--- src/rtl/rt_pkg.sv ---
// Shared ray-tracing types: Q16.16 constants, the per-ray hit record and the reducer state.
// The hit_count record field exists only when CLOSEST_HIT_COUNT_EN is defined.
package rt_pkg;

    localparam int RT_IDX_W = 16;
    localparam int RT_ID_W  = 8;

    localparam logic signed [31:0] FIP_ONE = 32'sh0001_0000;
    localparam logic signed [31:0] FIP_MAX = 32'sh7fff_ffff;
    localparam logic signed [31:0] FIP_MIN = 32'sh8000_0000;

    typedef struct packed {
        logic                hit;
        logic signed [31:0]  t;
        logic [RT_IDX_W-1:0] tri_idx;
        logic [RT_ID_W-1:0]  ray_id;
`ifdef CLOSEST_HIT_COUNT_EN
        logic [RT_IDX_W-1:0] hit_count;
`endif
    } hit_rec_t;

    typedef enum logic {IDLE, ACCUM} red_state_t;

endpackage

--- src/rtl/hit_rec_fifo.sv ---
// Small synchronous FIFO of hit records; head is presented directly from the storage registers.
// Push while full is accepted only when a pop frees the slot in the same cycle; otherwise it sets sticky overflow.
module hit_rec_fifo
    import rt_pkg::*;
#(
    parameter int DEPTH = 2
) (
    input  logic                     i_clk,
    input  logic                     i_rstn,
    input  logic                     i_push,
    input  hit_rec_t                 i_data,
    input  logic                     i_pop,
    output hit_rec_t                 o_data,
    output logic                     o_valid,
    output logic [$clog2(DEPTH):0]   o_count,
    output logic                     o_overflow
);

    localparam int AW = $clog2(DEPTH);
    localparam int CW = AW + 1;

    hit_rec_t        mem_q [DEPTH];
    logic [AW-1:0]   wr_ptr_q;
    logic [AW-1:0]   rd_ptr_q;
    logic [CW-1:0]   count_q;
    logic [CW-1:0]   count_d;
    logic            ovf_q;
    logic            full;
    logic            empty;
    logic            pop_ok;
    logic            push_ok;

    always_comb begin
        full    = (count_q == CW'(DEPTH));
        empty   = (count_q == '0);
        pop_ok  = i_pop & ~empty;
        push_ok = i_push & (~full | pop_ok);
        count_d = count_q + CW'(push_ok) - CW'(pop_ok);
    end

    // Pointers wrap naturally because DEPTH is a power of two.
    always_ff @(posedge i_clk or negedge i_rstn) begin
        if (!i_rstn) begin
            for (int i = 0; i < DEPTH; i++) begin
                mem_q[i] <= '0;
            end
            wr_ptr_q <= '0;
            rd_ptr_q <= '0;
            count_q  <= '0;
            ovf_q    <= 1'b0;
        end else begin
            if (push_ok) begin
                mem_q[wr_ptr_q] <= i_data;
                wr_ptr_q        <= wr_ptr_q + AW'(1);
            end
            if (pop_ok) begin
                rd_ptr_q <= rd_ptr_q + AW'(1);
            end
            count_q <= count_d;
            if (i_push && !push_ok) begin
                ovf_q <= 1'b1;
            end
        end
    end

    assign o_data     = mem_q[rd_ptr_q];
    assign o_valid    = ~empty;
    assign o_count    = count_q;
    assign o_overflow = ovf_q;

endmodule

--- src/rtl/closest_hit_reducer.sv ---
// Reduces a per-triangle intersection stream into one closest-hit record per ray, queued in hit_rec_fifo.
// Optional CLOSEST_HIT_COUNT_EN adds o_hit_count (hits per ray). IDX_W/ID_W must match rt_pkg widths.
module closest_hit_reducer
    import rt_pkg::*;
#(
    parameter int IDX_W      = RT_IDX_W,
    parameter int ID_W       = RT_ID_W,
    parameter int FIFO_DEPTH = 2
) (
    input  logic                    i_clk,
    input  logic                    i_rstn,
    input  logic                    i_valid,
    input  logic signed [31:0]      i_t,
    input  logic                    i_result,
    input  logic                    i_last,
    input  logic [ID_W-1:0]         i_ray_id,
    output logic                    o_full,
    output logic                    o_overflow,
    output logic                    o_valid,
    input  logic                    i_ready,
    output logic                    o_hit,
    output logic signed [31:0]      o_t,
    output logic [IDX_W-1:0]        o_tri_idx,
    output logic [ID_W-1:0]         o_ray_id
`ifdef CLOSEST_HIT_COUNT_EN
    ,
    output logic [IDX_W-1:0]        o_hit_count
`endif
);

    localparam int CW = $clog2(FIFO_DEPTH) + 1;

    red_state_t          state_q;
    logic                best_hit_q;
    logic signed [31:0]  best_t_q;
    logic [IDX_W-1:0]    best_idx_q;
    logic [IDX_W-1:0]    tri_cnt_q;
    logic [ID_W-1:0]     ray_id_q;

    logic                best_hit_d;
    logic signed [31:0]  best_t_d;
    logic [IDX_W-1:0]    best_idx_d;
    logic [IDX_W-1:0]    cur_idx;
    logic [ID_W-1:0]     ray_id_d;
    logic                upd;
    logic                push;
    hit_rec_t            rec_d;
    hit_rec_t            head;
    logic [CW-1:0]       fifo_count;

`ifdef CLOSEST_HIT_COUNT_EN
    logic [IDX_W-1:0]    hit_cnt_q;
    logic [IDX_W-1:0]    hit_cnt_d;
`endif

    // The first triangle of a ray starts from a fresh miss record rather than the stale accumulator.
    always_comb begin
        cur_idx    = (state_q == IDLE) ? '0       : tri_cnt_q;
        ray_id_d   = (state_q == IDLE) ? i_ray_id : ray_id_q;
        best_hit_d = (state_q == IDLE) ? 1'b0     : best_hit_q;
        best_t_d   = (state_q == IDLE) ? FIP_MAX  : best_t_q;
        best_idx_d = (state_q == IDLE) ? '0       : best_idx_q;
        upd        = i_result && (i_t < best_t_d);
        if (upd) begin
            best_hit_d = 1'b1;
            best_t_d   = i_t;
            best_idx_d = cur_idx;
        end
`ifdef CLOSEST_HIT_COUNT_EN
        hit_cnt_d = ((state_q == IDLE) ? '0 : hit_cnt_q) + IDX_W'(i_result);
`endif
        rec_d         = '0;
        rec_d.hit     = best_hit_d;
        rec_d.t       = best_t_d;
        rec_d.tri_idx = best_idx_d;
        rec_d.ray_id  = ray_id_d;
`ifdef CLOSEST_HIT_COUNT_EN
        rec_d.hit_count = hit_cnt_d;
`endif
        push = i_valid & i_last;
    end

    always_ff @(posedge i_clk or negedge i_rstn) begin
        if (!i_rstn) begin
            state_q    <= IDLE;
            best_hit_q <= 1'b0;
            best_t_q   <= '0;
            best_idx_q <= '0;
            tri_cnt_q  <= '0;
            ray_id_q   <= '0;
`ifdef CLOSEST_HIT_COUNT_EN
            hit_cnt_q  <= '0;
`endif
        end else if (i_valid) begin
            if (i_last) begin
                state_q <= IDLE;
            end else begin
                state_q    <= ACCUM;
                best_hit_q <= best_hit_d;
                best_t_q   <= best_t_d;
                best_idx_q <= best_idx_d;
                tri_cnt_q  <= cur_idx + IDX_W'(1);
                ray_id_q   <= ray_id_d;
`ifdef CLOSEST_HIT_COUNT_EN
                hit_cnt_q  <= hit_cnt_d;
`endif
            end
        end
    end

    hit_rec_fifo #(
        .DEPTH (FIFO_DEPTH)
    ) u_fifo (
        .i_clk      (i_clk),
        .i_rstn     (i_rstn),
        .i_push     (push),
        .i_data     (rec_d),
        .i_pop      (i_ready),
        .o_data     (head),
        .o_valid    (o_valid),
        .o_count    (fifo_count),
        .o_overflow (o_overflow)
    );

    assign o_full    = (fifo_count == CW'(FIFO_DEPTH));
    assign o_hit     = head.hit;
    assign o_t       = head.t;
    assign o_tri_idx = head.tri_idx;
    assign o_ray_id  = head.ray_id;
`ifdef CLOSEST_HIT_COUNT_EN
    assign o_hit_count = head.hit_count;
`endif

endmodule

--- config.mk ---
export PLATFORM = sky130hd
export DESIGN_NAME = closest_hit_reducer
export DESIGN_NICKNAME = d
export VERILOG_FILES = /design/src/rtl/rt_pkg.sv /design/src/rtl/hit_rec_fifo.sv /design/src/rtl/closest_hit_reducer.sv
export SDC_FILE = /design/constraint.sdc
export NUM_CORES = 1
export LEC_CHECK = 0
export CAP_MARGIN = 20
export CELL_PAD_IN_SITES_DETAIL_PLACEMENT = 0
export CELL_PAD_IN_SITES_GLOBAL_PLACEMENT = 1
export CORE_AREA = 5 5 161 163
export CTS_CLUSTER_DIAMETER = 40
export DETAILED_ROUTE_END_ITERATION = 7
export DIE_AREA = 0 0 166 168
export GPL_ROUTABILITY_DRIVEN = 0
export PLACE_DENSITY_LB_ADDON = 0.1
export SLEW_MARGIN = 20
export SYNTH_ARGS = -nofsm -noshare
export SYNTH_HDL_FRONTEND = slang
export SYNTH_SLANG_ARGS = --single-unit
--- constraint.sdc ---
create_clock -name i_clk -period 4 [get_ports i_clk]
set_clock_uncertainty 0.05 [all_clocks]
set_input_delay 0.8 -clock i_clk [delete_from_list [all_inputs] [get_ports i_clk]]
set_output_delay 0.8 -clock i_clk [all_outputs]
set_load 0.1 [all_outputs]
==> impl_metrics.ini, run 1 <==
[hold_path]
hold_class = input pin to async pin

[detailed_routing]
drt_iter0_drc = 555
dr.pass1.iters = 5
final_antenna_net_count = 0
via_count = 8431
wl_per_cell_um = 17.3
drc_errors = 0
via_per_inst = 5.28
routed_wl_um = 27600

[clock_network]
clkLatencyLatePin_ns = 0.44
cts_tree = built
root_buffer = clkbuf_16
htreeDepth = 4
clkTransAtPathRegs_ns = 0.09
clk_path_buf_depth = 2
cts_setup_buffers = 0
clock_sinks = 193
numCtsBuffers = 17
cts_resized = 0
cts_hold_buffers = 0

[cells_and_area]
mostFrequentLayoutCells = 192 x nand2_1, 192 x dfrtp_1, 176 x nor2_1
nets = 1339
diodes = 0
area_growth_pct = 19.5
drive_above_1_share_pct = 17.3

[setup_path]
crit_required_ns = 4.33
critical_path.startpoint_type = flop
crit_fanout = 25
critical_path_class = flop to flop
end_kind = flop
critPathArrivalTime_ns = 4.08

[floorplanning]
die_w_um = 166
initial_utilization_pct = 43.4
die_h_um = 168
rows = 57
io_pins = 106
die-area_sq_um = 27900
core_sq_um = 24200

[sta]
final.setup.tns_ns = 0
finalCritPeriodShare_pct = 93.8
setup_viol = 0
rsz0062_at_grt = no
fmax_ghz = 0.267
holdWs_ns = 0.392
min_period_ns = 3.75
worst_slew_pin_slew_ns = 1.04
slew_viol_final = 0
hold_viol_final = 0
max-slew-margin-rel_pct = 30.6

[synthesis]
syn-cell-area_sq_um = 10500
ys_warn_count = 0
synthesis.nets = 1249
syn_inst = 1169
yosysSeqAreaShare_pct = 46.0
synth-edff-count = 0
synth.avg_cell_area_sq_um = 8.99
synth_seq_cells = 193
async_reset_ff_share_pct = 100
synth.distinct_cells = 47
yosys_most_used_dff = dfrtp_1

[pwr]
p_total_w = 0.0105
irDropWorstVdd_mv = 0.645
pwr_density_cell_nw_per_um2 = 835
p_leak_nw = 5.44

[global_routing]
track_usage_pct = 20.1
grt_pass1_vias = 8599
grt_overflow = 0
grt_max_degree = 110
antenna_found_initial = 0
grt_pass1_wl_um = 46200

[status]
status = finished, final reports clean

[job]
cap_violations = 0

[placed_design]
io_buffer_count = 105
dp_hpwl_um = 18600
-- power by group --
part	internal, W	total, W	switching, W
sequential	0.00265	0.00301	0.000363
clock	0.000881	0.00181	0.000929
combinational	0.00159	0.00567	0.00408
total	0.00512	0.0105	0.00537
-- through the flow --
stage / utilization (%) / instances / instance area [sq um] / worst slack (ns)
after global routing: 51.9 / 1596 / 12600 / 0.0110
after global placement: 49.3 / 1564 / 11900 / 0.0149
after floorplan: - / 1169 / 10500 / 0.647
after detailed placement: 49.3 / 1564 / 11900 / -0.0729
final: 51.9 / 1596 / 12600 / 0.248
after CTS: 51.9 / 1596 / 12500 / 0.166
-- worst max-delay path, cell delays in order, from the launching register on --
cell        delay (ns)
dfrtp_1           0.40
clkinvlp_4        0.23
buf_12            0.23
nor2_1            0.26
ha_1              0.31
nand4_1           0.19
o21ai_0           0.15
a221oi_2          0.28
a21oi_2           0.12
a31oi_4           0.29
buf_12            0.27
mux2_2            0.36
a221oi_1          0.31
mux2_2            0.22
-- layer usage --
metal | vias up | global-route usage (%) | wire [um]
met5 | - | 0 | 0
met4 | 0 | 4.45 | 324
met3 | 17 | 3.47 | 881
met2 | 138 | 32.0 | 12700
met1 | 4058 | 28.9 | 13700
li1 | 4218 | - | -
-- sequential cells by signal, summed over array words and instances, names as in the netlist, 2 cells and up --
register,flops
ray_id_q,8
u_fifo.mem_q,114
u_fifo.o_count,2
best_idx_q,16
best_t_q,32
tri_cnt_q,16
-- layout make-up --
type | instances | area [sq um]
Clock buffer | 17 | 425
Timing Repair Buffer | 151 | 1310
Tap cell | 324 | 405
Fill cell | 2253 | 11600
Clock inverter | 15 | 209
Sequential cell | 193 | 4830
Inverter | 46 | 176
Multi-Input combinational cell | 850 | 5200
-- cell usage after synthesis, types with 2 or more instances --
library cell | instances | area [sq um]
dfrtp_1 | 193 | 4830
nand2_1 | 192 | 721
nor2_1 | 177 | 664
a21oi_1 | 81 | 405
o21ai_0 | 74 | 370
mux2_2 | 66 | 743
clkbuf_1 | 54 | 203
mux2i_1 | 53 | 531
inv_1 | 44 | 165
ha_1 | 34 | 425
a221oi_1 | 32 | 280
a22oi_1 | 32 | 240
o21ai_1 | 24 | 120
a2bb2oi_1 | 11 | 96.3
buf_1 | 11 | 41.3
buf_2 | 9 | 45.0
nand3_1 | 9 | 45.0
o22ai_1 | 9 | 56.3
buf_4 | 6 | 45.0
xnor2_1 | 6 | 52.6
nor3_1 | 5 | 25.0
xor2_1 | 5 | 43.8
o211ai_1 | 4 | 30.0
and2_1 | 3 | 18.8
nand4_1 | 3 | 18.8
nor2b_1 | 3 | 18.8
a211oi_1 | 2 | 15.0
a21o_1 | 2 | 15.0
a221o_1 | 2 | 20.0
clkinv_1 | 2 | 7.51
nand2b_1 | 2 | 12.5
or2_2 | 2 | 12.5
or3_1 | 2 | 12.5
or4_1 | 2 | 15.0
-- logic make-up (layout without fill, tap and decap cells) --
family                     count (synthesis)  count (layout)  share of synthesized area (%)
and+or+nand+nor                          403             403                           15.2
AOI/OAI and AO/OA                        281             281                           16.5
DFF                                      193             193                           46.0
buffers and inverters                    126             229                           4.82
muxes                                    121             121                           12.4
adders and majority gates                 34              34                           4.05
xor gates and xnor gates                  11              11                          0.917
-- path summary, 6_finish.rpt --
check,slack [ns],startpoint,depth (start not counted),endpoint
max,0.25,state_q,13,u_fifo.mem_q[55]
min,0.39,i_rstn,1,u_fifo.mem_q[3]
max reg2reg,0.25,state_q,13,u_fifo.mem_q[55]
min reg2reg,0.42,u_fifo.o_overflow,1,u_fifo.o_overflow
max in group asynchronous,2.41,i_rstn,2,u_fifo.mem_q[39]
min in group i_clk,0.42,u_fifo.o_overflow,1,u_fifo.o_overflow
Note: power is estimated with default switching activity, not from simulation.
==> run 2: changes to the inputs <==
- CORE_AREA: 5 5 161 163 -> 5 5 159 161
- CTS_BUF_LIST: not set -> sky130_fd_sc_hd__clkbuf_4
- DIE_AREA: 0 0 166 168 -> 0 0 164 166
- SETUP_SLACK_MARGIN: not set -> 0.4
==> run 2 against run 1 <==
Effect of this change:
- clock power is 38% lower
- sequential share of layout area is 0.81 points higher
- flip-flop and latch count stayed put
- register-to-register slack better by 0.31 ns
- critical path type unchanged
- largest cell class unchanged
- core utilization is 0.30 points lower
- global-route usage is 0.092 points higher
==> impl_metrics.ini, run 2 (same netlist as run 1, synthesis figures left out) <==
[floorplanning]
io_pins = 106
rows = 57
die-area_sq_um = 27200
core_sq_um = 23800
die_h_um = 166
initial_utilization_pct = 44.1
die_w_um = 164

[detailed_routing]
final_antenna_net_count = 0
via_count = 8458
dr.pass1.iters = 6
routed_wl_um = 27200
drt_iter0_drc = 450
drc_errors = 0
wl_per_cell_um = 17.1
via_per_inst = 5.33

[pwr]
irDropWorstVdd_mv = 0.449
pwr_density_cell_nw_per_um2 = 795
p_leak_nw = 5.30

[clock_network]
clkTransAtPathRegs_ns = 0.20
numCtsBuffers = 17
clock_sinks = 193
clk_path_buf_depth = 2
htreeDepth = 4
cts_hold_buffers = 0
cts_tree = built
root_buffer = clkbuf_4
clkLatencyLatePin_ns = 0.60

[sta]
rsz0062_at_grt = no
worst_slew_pin_slew_ns = 0.970
hold_viol_final = 0
final.setup.tns_ns = 0
max-slew-margin-rel_pct = 35.1
fmax_ghz = 0.290
min_period_ns = 3.44
setup_viol = 0
finalCritPeriodShare_pct = 86.1
slew_viol_final = 0

[job]
cap_violations = 0

[setup_path]
critical_path_class = flop to flop
crit_fanout = 43
end_kind = flop
crit_required_ns = 4.43
critPathMaxStageDelay_ns = 0.39
slowest_stage = dfrtp_1
critical_path.startpoint_type = flop
cp_cell_sequence = clkinv_1, buf_12, nor2_2, ha_1, o21ai_0, a21oi_1, o311ai_0, o211ai_1, a31oi_4, mux2i_4, buf_4, clkbuf_16, nor2_1, a221o_1
critPathArrivalTime_ns = 3.87

[global_routing]
grt_overflow = 0
track_usage_pct = 20.2
grt_pass1_vias = 8232
grt_max_degree = 71
antenna_found_initial = 1
grt_pass1_wl_um = 44500

[cells_and_area]
drive_above_1_share_pct = 17.6
nFillCells = 2264
final-seq-area_sq_um = 4830
nets = 1330
area_growth_pct = 17.1
regMostFlops = u_fifo.mem_q
largest_registers = u_fifo.mem_q x114, best_t_q x32
final_cell_count_no_fill = 1588
mostFrequentLayoutCells = 192 x nand2_1, 192 x dfrtp_1, 167 x nor2_1
utilization_pct = 51.6
largest_reg_flops = 114
stdcell_area_sq_um = 12300
multiInputGateArea_sq_um = 5240

[placed_design]
dp_hpwl_um = 17800
dp_cells = 1552
io_buffer_count = 105
placed_cell_area_sq_um = 11900

[hold_path]
hold_class = input pin to async pin

[status]
status = finished, final reports clean
-- run 2: cell types whose count changed in the layout (fill, tap and decap cells not counted), sizes merged --
cell	previous run	this run
buf	103	92
clkinv	5	11
inv	55	49
clkbuf	18	20
diode	0	1
-- run 2: what timing repair did --
| item | in CTS | in global routing |
|---|---|---|
| setup endpoints to repair | 0 | 9 |
| setup buffers | 0 | 1 |
| gates resized for setup | 0 | 14 |
-- run 2: final timing paths --
path	slack [ns]	cells past startpoint	end	from
worst max-delay path	0.56	14	best_idx_q[1]	state_q
worst min-delay path	0.07	1	u_fifo.mem_q[19]	i_rstn
worst min register to register	0.44	1	u_fifo.o_overflow	u_fifo.o_overflow
min in group i_clk	0.44	1	u_fifo.o_overflow	u_fifo.o_overflow
max in group asynchronous	2.92	2	u_fifo.mem_q[53]	i_rstn
worst max register to register	0.56	14	best_idx_q[1]	state_q
-- run 2: worst max-delay path, delay by kind of cell, from the launching register on --
family,cells,cell delay [ns]
mux,1,0.33
compound gates,6,1.41
buf+inv,4,0.66
fa+ha+maj,1,0.24
flops,1,0.39
simple gates,2,0.23
-- run 2: power by group --
group          switching (W)  internal [W]  total, W  leakage [nW]
clock               0.000815      0.000302   0.00112         0.162
combinational        0.00401       0.00161   0.00562          2.87
sequential          0.000404       0.00264   0.00304          2.26
-- run 2: metrics by stage --
step	hold slack, ns	setup slack, ns	total power (W)
3_5_place_dp	0.406	0.0417	0.00872
4_1_cts	0.0474	0.519	0.00984
2_1_floorplan	0.394	0.647	0.00747
5_1_grt	0.0602	0.394	0.0104
3_3_place_gp	0.400	0.108	0.00865
6_report	0.0665	0.556	0.00978
-- run 2: final cells by class --
class	instances	share of cell area, %
Sequential cell	193	39.3
Tap cell	324	3.30
Clock inverter	15	1.55
Inverter	46	1.40
Multi-Input combinational cell	850	42.6
Antenna cell	1	0.0203
Timing Repair Buffer	142	10.8
Clock buffer	17	1.04
-- run 2: per-layer routing --
layer / track usage, % / up-vias / part of all wire [%]
met1: 28.6 / 4056 / 48
met4: 4.08 / 0 / 1.2
met5: 0 / - / 0
li1: - / 4198 / -
met3: 3.00 / 23 / 3.8
met2: 33.1 / 181 / 47
==> run 3: changes to the inputs <==
- ABC_AREA: not set -> 0
- clock period: 4 -> 3.6 ns (I/O delays scaled with it)
==> run 3 against run 2 <==
Effect of this change:
- sequential share of layout area shrank 4.0 points
- hold slack improved by 0.38 ns
- first-iteration DRC count is 3.8% lower
- final cell count increased by 4.7%
- clock power increased by 13%
- die area did not move
- register-to-register slack got worse by 0.19 ns
- highest routed layer unchanged
- clock-buffer cell count stayed put
==> impl_metrics.ini, run 3 (same netlist as run 1, synthesis figures left out) <==
[cells_and_area]
final_common_cell = dfrtp_1
final_cell_count_no_fill = 1662
largest_registers = u_fifo.mem_q x114, best_t_q x32
drive_above_1_share_pct = 29.2
largest_reg_flops = 114
mostFrequentLayoutCells = 191 x dfrtp_1, 188 x nand2_1, 148 x nor2_1
nets = 1404
area_growth_pct = 30.4
regMostFlops = u_fifo.mem_q

[setup_path]
crit_required_ns = 4.05
critical_path_class = flop to flop
crit_fanout = 7
end_kind = flop
critical_path.startpoint_type = flop
critPathArrivalTime_ns = 3.68

[clock_network]
clkTransAtPathRegs_ns = 0.20
clkLatencyLatePin_ns = 0.60
numCtsBuffers = 17
htreeDepth = 4
root_buffer = clkbuf_4
clock_sinks = 193
clk_path_buf_depth = 2
cts_tree = built

[sta]
finalCritPeriodShare_pct = 89.7
setup_viol = 0
hold_viol_final = 0
rsz0062_at_grt = yes
fmax_ghz = 0.310
slew_viol_final = 0
worst_slew_pin_slew_ns = 0.981
holdWs_ns = 0.445
final.setup.tns_ns = 0
min_period_ns = 3.23
max-slew-margin-rel_pct = 34.5

[global_routing]
grt_pass1_vias = 8720
grt_util_met2_pct = 33.9
grt_use_met1_pct = 30.2
use_met3_pct = 3.72
grt_pass1_wl_um = 46300
grt_overflow = 0
track_usage_pct = 21.1
busiest_layer = met2
antenna_found_initial = 1
grt_max_degree = 72

[detailed_routing]
via_per_inst = 5.31
final_antenna_net_count = 0
via_count = 8819
routed_wl_um = 28800
drt_iter0_drc = 433
dr.pass1.iters = 5
wl_per_cell_um = 17.3
drc_errors = 0

[floorplanning]
die_h_um = 166
rows = 57
core_sq_um = 23800
die-area_sq_um = 27200
die_w_um = 164
initial_utilization_pct = 44.1
io_pins = 106

[placed_design]
dp_cells = 1611
io_buffer_count = 105
dp_hpwl_um = 19200

[pwr]
p_leak_nw = 5.80
pwr_density_cell_nw_per_um2 = 833
irDropWorstVdd_mv = 0.649
p_total_w = 0.0114

[hold_path]
hold_class = flop to flop

[status]
status = finished, final reports clean

[job]
cap_violations = 0
==> run 3: cell types whose count changed in the layout (fill, tap and decap cells not counted), moves of 7 or more <==
cell and delta:
buf_4 +58, a221oi_1 -27, a221oi_2 +26, nor2_4 +22, nor2_1 -19, o21ai_0 -16, o21ai_1 +13, a21oi_1 -11
a21oi_2 +11, ha_1 -11, ha_4 +11, mux2i_1 -11, mux2i_2 +10, buf_12 +7
==> run 3: worst paths after layout <==
path,start,end,slack (ns),cells past startpoint
worst max-delay path,state_q,u_fifo.mem_q[71],0.37,15
worst min-delay path,u_fifo.o_count[1],u_fifo.o_count[1],0.44,1
worst max register to register,state_q,u_fifo.mem_q[71],0.37,15
worst min register to register,u_fifo.o_count[1],u_fifo.o_count[1],0.44,1
max in group asynchronous,i_rstn,u_fifo.mem_q[102],2.07,3
min in group asynchronous,i_rstn,u_fifo.mem_q[21],0.60,2
==> run 3: worst max-delay path, cell delays in order (launching register included) <==
cell and delay, ns:
dfrtp_2 0.45, clkinv_4 0.12, buf_12 0.14, buf_16 0.14, nor2_4 0.13, ha_4 0.22
a21oi_2 0.11, nor2_1 0.05, a211oi_1 0.17, o211ai_1 0.24, a31oi_4 0.30, mux2i_4 0.39
buf_12 0.19, buf_12 0.11, mux2i_2 0.23, o21ai_1 0.10
==> run 3: report_power, final <==
part | internal (W) | leakage, nW | switching (W)
clock network | 0.000350 | 0.172 | 0.000908
logic | 0.00207 | 3.37 | 0.00467
registers | 0.00293 | 2.26 | 0.000472
total | 0.00536 | 5.80 | 0.00605
==> run 3: per-layer routing <==
layer | vias up | part of all wire (%)
met1 | 4257 | 48
met3 | 15 | 4.0
met5 | - | 0
met2 | 179 | 47
met4 | 0 | 0.84
li1 | 4368 | -
==> run 3: through the flow <==
stage | setup slack (ns) | area, sq um | util [%]
6_report | 0.370 | 13700 | 57.5
5_1_grt | 0.277 | 13700 | 57.5
4_1_cts | 0.368 | 13100 | 54.9
3_5_place_dp | -0.251 | 12400 | 51.9
3_3_place_gp | -0.242 | 12400 | 51.9
2_1_floorplan | 0.441 | 10500 | -
==> run 3: timing repair <==
item,4_1_cts,5_1_grt
pin swaps,12,30
endpoints found under the hold margin,0,2
cloned,2,3
setup buffers,10,2
endpoints found under the setup margin,147,148
hold buffers,0,1
gates resized for setup,65,102
==> run 3: area by class of cell <==
cell class | instances | area (sq um)
Inverter | 46 | 178
Fill cell | 2202 | 10100
Tap cell | 324 | 405
Clock buffer | 17 | 128
Antenna cell | 1 | 2.50
Multi-Input combinational cell | 850 | 5890
Timing Repair Buffer | 216 | 2070
Clock inverter | 15 | 201
Sequential cell | 193 | 4830
